$ cat src/rtl/branch_resolve_queue_pkg.sv
// Shared CPU constants and the branch-queue entry record.
// Latency: n/a (types, constants and pure helper functions only).
// Backpressure: n/a.
package branch_resolve_queue_pkg;

   localparam int DEPTH = 16;
   localparam int TAG_W = 4;

   localparam logic [6:0] OPC_JAL    = 7'b1101111;
   localparam logic [6:0] OPC_BRANCH = 7'b1100011;

   typedef struct packed {
      logic        valid;
      logic        resolved;
      logic [31:0] pc;
      logic        pred_jump;
      logic [31:0] pred_target;
      logic        taken;
      logic [31:0] target;
   } brq_entry_t;

   // Wrong direction, or right direction (taken) but wrong destination.
   function automatic logic is_mispredict(input brq_entry_t e);
      return (e.taken != e.pred_jump) || (e.taken && (e.target != e.pred_target));
   endfunction

   // Where fetch must restart after a mispredict; pc+4 wraps mod 2^32.
   function automatic logic [31:0] redirect_pc(input brq_entry_t e);
      return e.taken ? e.target : (e.pc + 32'd4);
   endfunction

endpackage

$ cat src/rtl/branch_resolve_queue_if.sv
// Fetch/execute/predictor signal bundle around the branch resolve queue.
// Latency: n/a (wires only).
// Backpressure: enq_ready gates enq_valid; resolve and predictor ports are unthrottled.
interface branch_resolve_queue_if
   import branch_resolve_queue_pkg::*;
   #(parameter int TAG_W = branch_resolve_queue_pkg::TAG_W);

   logic             enq_valid;
   logic [31:0]      enq_pc;
   logic [31:0]      enq_pred_target;
   logic             enq_pred_jump;
   logic             enq_ready;
   logic [TAG_W-1:0] enq_tag;

   logic             res_valid;
   logic             res_taken;
   logic [TAG_W-1:0] res_tag;
   logic [31:0]      res_target;

   logic             en_signal_to_pred;
   logic             hit_to_pred;
   logic [31:0]      pc_to_pred;
   logic             flush_out;
   logic [31:0]      flush_pc;

   // master: fetch/execute side driving the queue
   modport master (
      output enq_valid, enq_pc, enq_pred_target, enq_pred_jump,
      output res_valid, res_taken, res_tag, res_target,
      input  enq_ready, enq_tag,
      input  en_signal_to_pred, hit_to_pred, pc_to_pred, flush_out, flush_pc
   );

   // slave: the queue itself
   modport slave (
      input  enq_valid, enq_pc, enq_pred_target, enq_pred_jump,
      input  res_valid, res_taken, res_tag, res_target,
      output enq_ready, enq_tag,
      output en_signal_to_pred, hit_to_pred, pc_to_pred, flush_out, flush_pc
   );

endinterface

$ cat src/rtl/branch_resolve_queue_entry_ram.sv
// Entry store: one write port (tail), one resolve port, one clear port, async head read.
// Latency: writes visible the cycle after; head read is combinational.
// Backpressure: none; the caller gates every port (enable, full, flush).
module brq_entry_ram
   import branch_resolve_queue_pkg::*;
#(
   parameter int DEPTH = branch_resolve_queue_pkg::DEPTH,
   parameter int TAG_W = branch_resolve_queue_pkg::TAG_W
) (
   input  logic             clk_in,
   input  logic             rst_in,
   // allocate at tail
   input  logic             wr_en,
   input  logic [TAG_W-1:0] wr_idx,
   input  logic [31:0]      wr_pc,
   input  logic             wr_pred_jump,
   input  logic [31:0]      wr_pred_target,
   // execute outcome
   input  logic             rs_en,
   input  logic [TAG_W-1:0] rs_idx,
   input  logic             rs_taken,
   input  logic [31:0]      rs_target,
   // retire one entry / drop everything
   input  logic             clr_en,
   input  logic [TAG_W-1:0] clr_idx,
   input  logic             clr_all,
   // head read
   input  logic [TAG_W-1:0] rd_idx,
   output brq_entry_t       rd_entry
);

   brq_entry_t mem [DEPTH];

   // Only valid/resolved need clearing; payload is don't-care while invalid.
   always_ff @(posedge clk_in) begin
      if (rst_in || clr_all) begin
         for (int i = 0; i < DEPTH; i++) begin
            mem[i].valid    <= 1'b0;
            mem[i].resolved <= 1'b0;
         end
      end else begin
         if (clr_en) begin
            mem[clr_idx].valid    <= 1'b0;
            mem[clr_idx].resolved <= 1'b0;
         end
         // Late or duplicate outcomes (stale tag, already resolved) are dropped.
         if (rs_en && mem[rs_idx].valid && !mem[rs_idx].resolved) begin
            mem[rs_idx].resolved <= 1'b1;
            mem[rs_idx].taken    <= rs_taken;
            mem[rs_idx].target   <= rs_target;
         end
         // Tail never aliases head-being-cleared or a live entry: enqueue is
         // blocked when full, and an empty head is never committed.
         if (wr_en) begin
            mem[wr_idx] <= '{valid:       1'b1,
                             resolved:    1'b0,
                             pc:          wr_pc,
                             pred_jump:   wr_pred_jump,
                             pred_target: wr_pred_target,
                             taken:       1'b0,
                             target:      32'd0};
         end
      end
   end

   assign rd_entry = mem[rd_idx];

endmodule

$ cat src/rtl/branch_resolve_queue.sv
// In-order branch resolve queue: tags predicted branches, collects out-of-order
// outcomes, commits the head in order and pulses predictor update / flush.
// Latency: res_valid in cycle t -> en_signal_to_pred/flush_out in t+2. Backpressure:
// enq_ready low when full (registered count); rdy_in=0 freezes everything.
// Ports: clk_in, rst_in (sync, active high), rdy_in (global enable), brq (slave bundle).
module branch_resolve_queue
   import branch_resolve_queue_pkg::*;
#(
   parameter int DEPTH = branch_resolve_queue_pkg::DEPTH,
   parameter int TAG_W = branch_resolve_queue_pkg::TAG_W
) (
   input  logic                  clk_in,
   input  logic                  rst_in,
   input  logic                  rdy_in,
   branch_resolve_queue_if.slave brq
);

   logic [TAG_W-1:0] head;
   logic [TAG_W-1:0] tail;
   logic [TAG_W:0]   count;
   brq_entry_t       head_entry;

   logic enq_ready_int;
   logic do_enq;
   logic do_res;
   logic do_commit;
   logic do_flush;

   logic        en_q;
   logic        hit_q;
   logic [31:0] pc_q;
   logic        flush_q;
   logic [31:0] flush_pc_q;

   // Full is judged on registered count, so a same-cycle commit never frees a slot.
   assign enq_ready_int = (count < (TAG_W+1)'(DEPTH));

   // Commit uses only registered entry state: an outcome arriving this cycle
   // cannot retire until next cycle, which fixes the t+2 pulse latency.
   assign do_commit = rdy_in && head_entry.valid && head_entry.resolved;
   assign do_flush  = do_commit && is_mispredict(head_entry);
   assign do_enq    = rdy_in && brq.enq_valid && enq_ready_int && !do_flush;
   assign do_res    = rdy_in && brq.res_valid && !do_flush;

   brq_entry_ram #(.DEPTH(DEPTH), .TAG_W(TAG_W)) u_ram (
      .clk_in         (clk_in),
      .rst_in         (rst_in),
      .wr_en          (do_enq),
      .wr_idx         (tail),
      .wr_pc          (brq.enq_pc),
      .wr_pred_jump   (brq.enq_pred_jump),
      .wr_pred_target (brq.enq_pred_target),
      .rs_en          (do_res),
      .rs_idx         (brq.res_tag),
      .rs_taken       (brq.res_taken),
      .rs_target      (brq.res_target),
      .clr_en         (do_commit),
      .clr_idx        (head),
      .clr_all        (do_flush),
      .rd_idx         (head),
      .rd_entry       (head_entry)
   );

   always_ff @(posedge clk_in) begin
      if (rst_in || do_flush) begin
         head  <= '0;
         tail  <= '0;
         count <= '0;
      end else begin
         if (do_enq)    tail <= tail + TAG_W'(1);
         if (do_commit) head <= head + TAG_W'(1);
         count <= count + {{TAG_W{1'b0}}, do_enq} - {{TAG_W{1'b0}}, do_commit};
      end
   end

   // Pulses self-clear every cycle; payloads hold their last committed value.
   always_ff @(posedge clk_in) begin
      if (rst_in) begin
         en_q       <= 1'b0;
         hit_q      <= 1'b0;
         pc_q       <= '0;
         flush_q    <= 1'b0;
         flush_pc_q <= '0;
      end else begin
         en_q    <= do_commit;
         flush_q <= do_flush;
         if (do_commit) begin
            hit_q <= head_entry.taken;
            pc_q  <= head_entry.pc;
         end
         if (do_flush) begin
            flush_pc_q <= redirect_pc(head_entry);
         end
      end
   end

   assign brq.enq_ready         = enq_ready_int;
   assign brq.enq_tag           = tail;
   // Pulses are masked while stalled so downstream never sees an update then.
   assign brq.en_signal_to_pred = en_q & rdy_in;
   assign brq.flush_out         = flush_q & rdy_in;
   assign brq.hit_to_pred       = hit_q;
   assign brq.pc_to_pred        = pc_q;
   assign brq.flush_pc          = flush_pc_q;

endmodule

$ cat src/flat_wrapper.sv
// flat-port wrapper written by rule: the top's interface ports become plain ports
module branch_resolve_queue_flat import branch_resolve_queue_pkg::*;
#(
   parameter int DEPTH = branch_resolve_queue_pkg::DEPTH,
   parameter int TAG_W = branch_resolve_queue_pkg::TAG_W
)
  (clk_in, rst_in, rdy_in, brq_enq_valid, brq_enq_pc, brq_enq_pred_target, brq_enq_pred_jump, brq_res_valid, brq_res_taken, brq_res_tag, brq_res_target, brq_enq_ready, brq_enq_tag, brq_en_signal_to_pred, brq_hit_to_pred, brq_pc_to_pred, brq_flush_out, brq_flush_pc);
  branch_resolve_queue_if #(.TAG_W(TAG_W)) brq_i ();
  input  logic clk_in;
  input  logic rst_in;
  input  logic rdy_in;
  input wire logic [$bits(brq_i.enq_valid)-1:0] brq_enq_valid;
  input wire logic [$bits(brq_i.enq_pc)-1:0] brq_enq_pc;
  input wire logic [$bits(brq_i.enq_pred_target)-1:0] brq_enq_pred_target;
  input wire logic [$bits(brq_i.enq_pred_jump)-1:0] brq_enq_pred_jump;
  input wire logic [$bits(brq_i.res_valid)-1:0] brq_res_valid;
  input wire logic [$bits(brq_i.res_taken)-1:0] brq_res_taken;
  input wire logic [$bits(brq_i.res_tag)-1:0] brq_res_tag;
  input wire logic [$bits(brq_i.res_target)-1:0] brq_res_target;
  output wire logic [$bits(brq_i.enq_ready)-1:0] brq_enq_ready;
  output wire logic [$bits(brq_i.enq_tag)-1:0] brq_enq_tag;
  output wire logic [$bits(brq_i.en_signal_to_pred)-1:0] brq_en_signal_to_pred;
  output wire logic [$bits(brq_i.hit_to_pred)-1:0] brq_hit_to_pred;
  output wire logic [$bits(brq_i.pc_to_pred)-1:0] brq_pc_to_pred;
  output wire logic [$bits(brq_i.flush_out)-1:0] brq_flush_out;
  output wire logic [$bits(brq_i.flush_pc)-1:0] brq_flush_pc;
  assign brq_i.enq_valid = brq_enq_valid;
  assign brq_i.enq_pc = brq_enq_pc;
  assign brq_i.enq_pred_target = brq_enq_pred_target;
  assign brq_i.enq_pred_jump = brq_enq_pred_jump;
  assign brq_i.res_valid = brq_res_valid;
  assign brq_i.res_taken = brq_res_taken;
  assign brq_i.res_tag = brq_res_tag;
  assign brq_i.res_target = brq_res_target;
  assign brq_enq_ready = brq_i.enq_ready;
  assign brq_enq_tag = brq_i.enq_tag;
  assign brq_en_signal_to_pred = brq_i.en_signal_to_pred;
  assign brq_hit_to_pred = brq_i.hit_to_pred;
  assign brq_pc_to_pred = brq_i.pc_to_pred;
  assign brq_flush_out = brq_i.flush_out;
  assign brq_flush_pc = brq_i.flush_pc;
  branch_resolve_queue #(.DEPTH(DEPTH), .TAG_W(TAG_W)) u_core (.clk_in(clk_in), .rst_in(rst_in), .rdy_in(rdy_in), .brq(brq_i));
endmodule
$ cat config.mk
export PLATFORM = sky130hd
export DESIGN_NAME = branch_resolve_queue_flat
export DESIGN_NICKNAME = d
export VERILOG_FILES = /design/src/rtl/branch_resolve_queue_pkg.sv /design/src/rtl/branch_resolve_queue_if.sv /design/src/rtl/branch_resolve_queue_entry_ram.sv /design/src/rtl/branch_resolve_queue.sv /design/src/flat_wrapper.sv
export SDC_FILE = /design/constraint.sdc
export NUM_CORES = 2
export LEC_CHECK = 0
export BUFFER_PORTS_ARGS = -buffer_cell sky130_fd_sc_hd__buf_2
export CAP_MARGIN = 20
export CORE_ASPECT_RATIO = 0.8
export CORE_MARGIN = 2
export CORE_UTILIZATION = 43
export CTS_CLUSTER_DIAMETER = 100
export DETAILED_ROUTE_END_ITERATION = 8
export PLACE_DENSITY_LB_ADDON = 0.2
export SLEW_MARGIN = 20
export SYNTH_ARGS = -nofsm -noshare
export SYNTH_HDL_FRONTEND = slang
export SYNTH_SLANG_ARGS = --single-unit
$ cat constraint.sdc
create_clock -name clk_in -period 8.2 [get_ports clk_in]
set_clock_uncertainty 0.15 [all_clocks]
set_input_delay 1.64 -clock clk_in [delete_from_list [all_inputs] [get_ports clk_in]]
set_output_delay 1.64 -clock clk_in [all_outputs]
set_load 0.02 [all_outputs]
==> key figures <==
Drt
  • Wirelength per Cell: roughly 30 um
  • DR DRC count: 0
  • Vias: between 40000 and 50000
  • Post-DR vias/cell: between 5 and 6
  • First-pass DRT Iterations: 5
  • Aggregate routed wire length: between 200 and 250 mm
  • First DRT Iteration DRCs: around 4300
  • Post-route ant nets: 0

Status
  • Status: completed

Timing
  • Post-route setup TNS: 0 ns
  • Setup violators final: 0
  • Slew HR: approximately 23%
  • Fin crit share: around 85%
  • Upper clock frequency limit: about 140 MHz
  • Hold Fails Final Rpt: 0
  • Slew Limit Fails: 0
  • RSZ-0062 raised after global routing: no
  • Final Critical Period: 6.99 ns
  • Slew @ Worst Pin: 1.15 ns

Die
  • Die area: 163000 um2
  • Starting density of the core: ~43%
  • FP Rows: 131
  • Io pins: approximately 180
  • Die Ht: roughly 360 um
  • Die Wd: 451 um
  • Core Region: about 160000 um2

Clocking
  • PostCTS Resize Cnt: 0
  • # hold bufs at CTS: 0
  • Root Buffer: clkbuf_16
  • Post-CTS Setup Repair Bufs: 0
  • Clock sinks: ~1700
  • Clock Latency Late Sink: between 0.8 and 0.9 ns
  • Reg clk slew, reported paths: roughly 0.06 ns
  • CTS tree: done
  • Max clock buf depth: 3
  • CTS H-Tree Depth: 4
  • CTS Buf Count: ~170

Worst setup path
  • Critical Path AT: 7.28 ns
  • Worst-path maximum fanout: 75
  • Startpoint Class: flop
  • Req. time, crit path: between 8 and 9 ns
  • Crit Path Category: flop to flop
  • Setup crit end kind: flop

Yosys
  • Ys flop type: edfxtp_1
  • Mapped cell area: 68700 um2
  • Number of synthesis warnings: 0
  • Post-synth EDFFs: ~1000
  • Syn Area/Cell: roughly 16 um2
  • Mapped Cells: roughly 4400
  • Post-synthesis register bit count: roughly 1700
  • Share of synthesized flip-flops with an asynchronous set or reset: 0%
  • Syn nets: 4486
  • Register area share after synthesis: 64.2%
  • Post-synth cell types: 60

Layout
  • Layout Utilization: roughly 50%
  • Area grow syn2layout: 13.0%
  • Layout Nets: 4649
  • Reg area: approximately 44000 um2
  • Number of fillers in the final layout: approximately 14000
  • Share of cells above drive strength 1: 23.1%
  • Area occupied by multi-input gates: between 20000 and 25000 um2

Power and ir drop
  • Power Density: 222 nW/um2
  • Peak supply drop: roughly 0.00017 V
  • Leak: around 25 nW

Global routing
  • Global-route usage over all layers: between 20% and 30%
  • Number of global-route vias before repair: roughly 40000
  • Antenna violations before repair: 37
  • Largest net degree at the start of global routing: 101
  • Grt ovf: 0
  • Global-route wire length before repair: about 300 mm

Placed design
  • Buffers on Ports: between 150 and 200
  • GPL Wtd Cong: ~0.83
  • Final HPWL from detailed placement: ~120 mm

Worst hold path
  • Min-delay worst type: flop to flop

Job
  • MaxCap Viol Count: 0
layout make-up:
type	count	area share [%]
repair buffers	322	3.14
clock buffers	221	5.95
flip-flops and latches	1684	56.8
diodes	1	0.00322
well taps	2128	3.43
clock inverters	90	1.18
inverters	22	0.113
multi-input cells	2331	29.4
Yosys cell counts, types with 3 or more instances:
cell type,n,area (um2)
a31oi_1,13,81.3
ha_1,14,175
a21oi_1,140,701
buf_2,126,631
mux4_2,439,9890
a211oi_1,9,67.6
nand3b_1,13,97.6
nand4_1,12,75.1
clkbuf_1,106,398
xor2_1,24,210
edfxtp_1,1040,31200
a211o_1,5,43.8
and2_1,11,68.8
a221oi_1,20,175
nor4_4,16,340
nand2_1,70,263
buf_6,39,439
nand3_1,137,686
nor4_1,6,37.5
a22o_1,8,70.1
inv_1,19,71.3
buf_4,27,203
mux2_2,5,56.3
buf_1,28,105
a2111oi_4,11,303
mux2i_1,534,5350
a31o_2,17,149
xnor2_1,41,359
nand4b_1,7,61.3
o211ai_1,6,45.0
and3_1,6,37.5
a32oi_1,3,26.3
nand2b_1,3,18.8
or2_2,6,37.5
dfxtp_1,644,12900
nor2_1,555,2080
nor3_1,9,45.0
a22oi_1,34,255
nor2b_1,11,68.8
o21ai_0,120,601
critical path: stages, from the launching register on:
cell	delay, ns
dfxtp_4	0.75
buf_12	0.48
buf_4	0.36
mux4_2	0.36
mux4_2	0.55
xnor2_1	0.21
nand4_1	0.11
nor4_1	0.88
nand4_1	0.48
and2_4	0.61
nor4_4	0.94
buf_4	0.50
power breakdown:
| part | leakage, nW | internal (mW) | switching [mW] | total (mW) |
|---|---|---|---|---|
| registers | 14.5 | 9.01 | 0.0140 | 9.03 |
| clock network | 2.71 | 4.50 | 3.30 | 7.81 |
| logic | 7.95 | 0.109 | 0.307 | 0.417 |
sequential cells by signal (all words and copies together) (netlist names), named ones only:
register and count:
u_core.u_ram.mem 1600, u_core.brq.flush_pc 32, u_core.brq.pc_to_pred 32, u_core.count 5
u_core.brq.enq_tag 4, u_core.head 4, u_core.brq.hit_to_pred 1, u_core.en_q 1
u_core.flush_q 1
final timing paths:
path / end / slack [ns] / start / cells past startpoint
setup / recovery: u_core.u_ram.mem[12][64] / 1.21 / flop / 11
hold / removal: u_core.brq.flush_pc[28] / 0.30 / u_core.brq.flush_pc[28] / 2
setup reg to reg: u_core.u_ram.mem[12][64] / 1.21 / flop / 11
hold reg to reg: u_core.brq.flush_pc[28] / 0.30 / u_core.brq.flush_pc[28] / 2
cells in the final DEF, fill, tap and decap left out, types with 19 or more instances in the layout:
| cell | count |
|---|---|
| mux2i_1 | 534 |
| clkinv_2 | 26 |
| buf_4 | 105 |
| xor2_1 | 24 |
| buf_2 | 178 |
| nand3_1 | 136 |
| a22oi_1 | 34 |
| nor2_1 | 554 |
| clkbuf_16 | 173 |
| nand2_1 | 70 |
| a221oi_1 | 20 |
| clkbuf_1 | 37 |
| buf_12 | 37 |
| edfxtp_1 | 1040 |
| inv_1 | 19 |
| mux4_2 | 439 |
| dfxtp_1 | 640 |
| a21oi_1 | 139 |
| xnor2_1 | 41 |
| o21ai_0 | 120 |
| clkinv_1 | 33 |
per-stage QoR:
stage	cell area, um2	total power [mW]	cells	hold WS, ns	setup WS, ns
final	77700	17.3	6799	0.302	1.21
after global routing	77700	17.7	6799	0.324	1.11
after CTS	77700	17.4	6798	0.304	1.38
after detailed placement	72100	9.63	6487	0.295	1.42
after global placement	72100	9.62	6484	0.293	1.02
after floorplan	68700	9.40	4364	0.301	2.01
logic make-up after synthesis:
kind of cell	count (synthesis)	share of synthesized area, %
simple gates	869	5.79
compound gates	404	3.91
xor+xnor	65	0.828
buf+inv	349	2.73
flops	1684	64.2
fa+ha+maj	15	0.284
mux	978	22.2
metal layers:
metal,GRT usage [%],share of wire [%],up-vias
li1,-,-,17100
met1,37.3,45,21300
met2,37.3,45,1741
met3,5.04,8.1,304
met4,6.62,2.3,20
met5,0,0.056,-
Power figures use the tool's default switching activity.
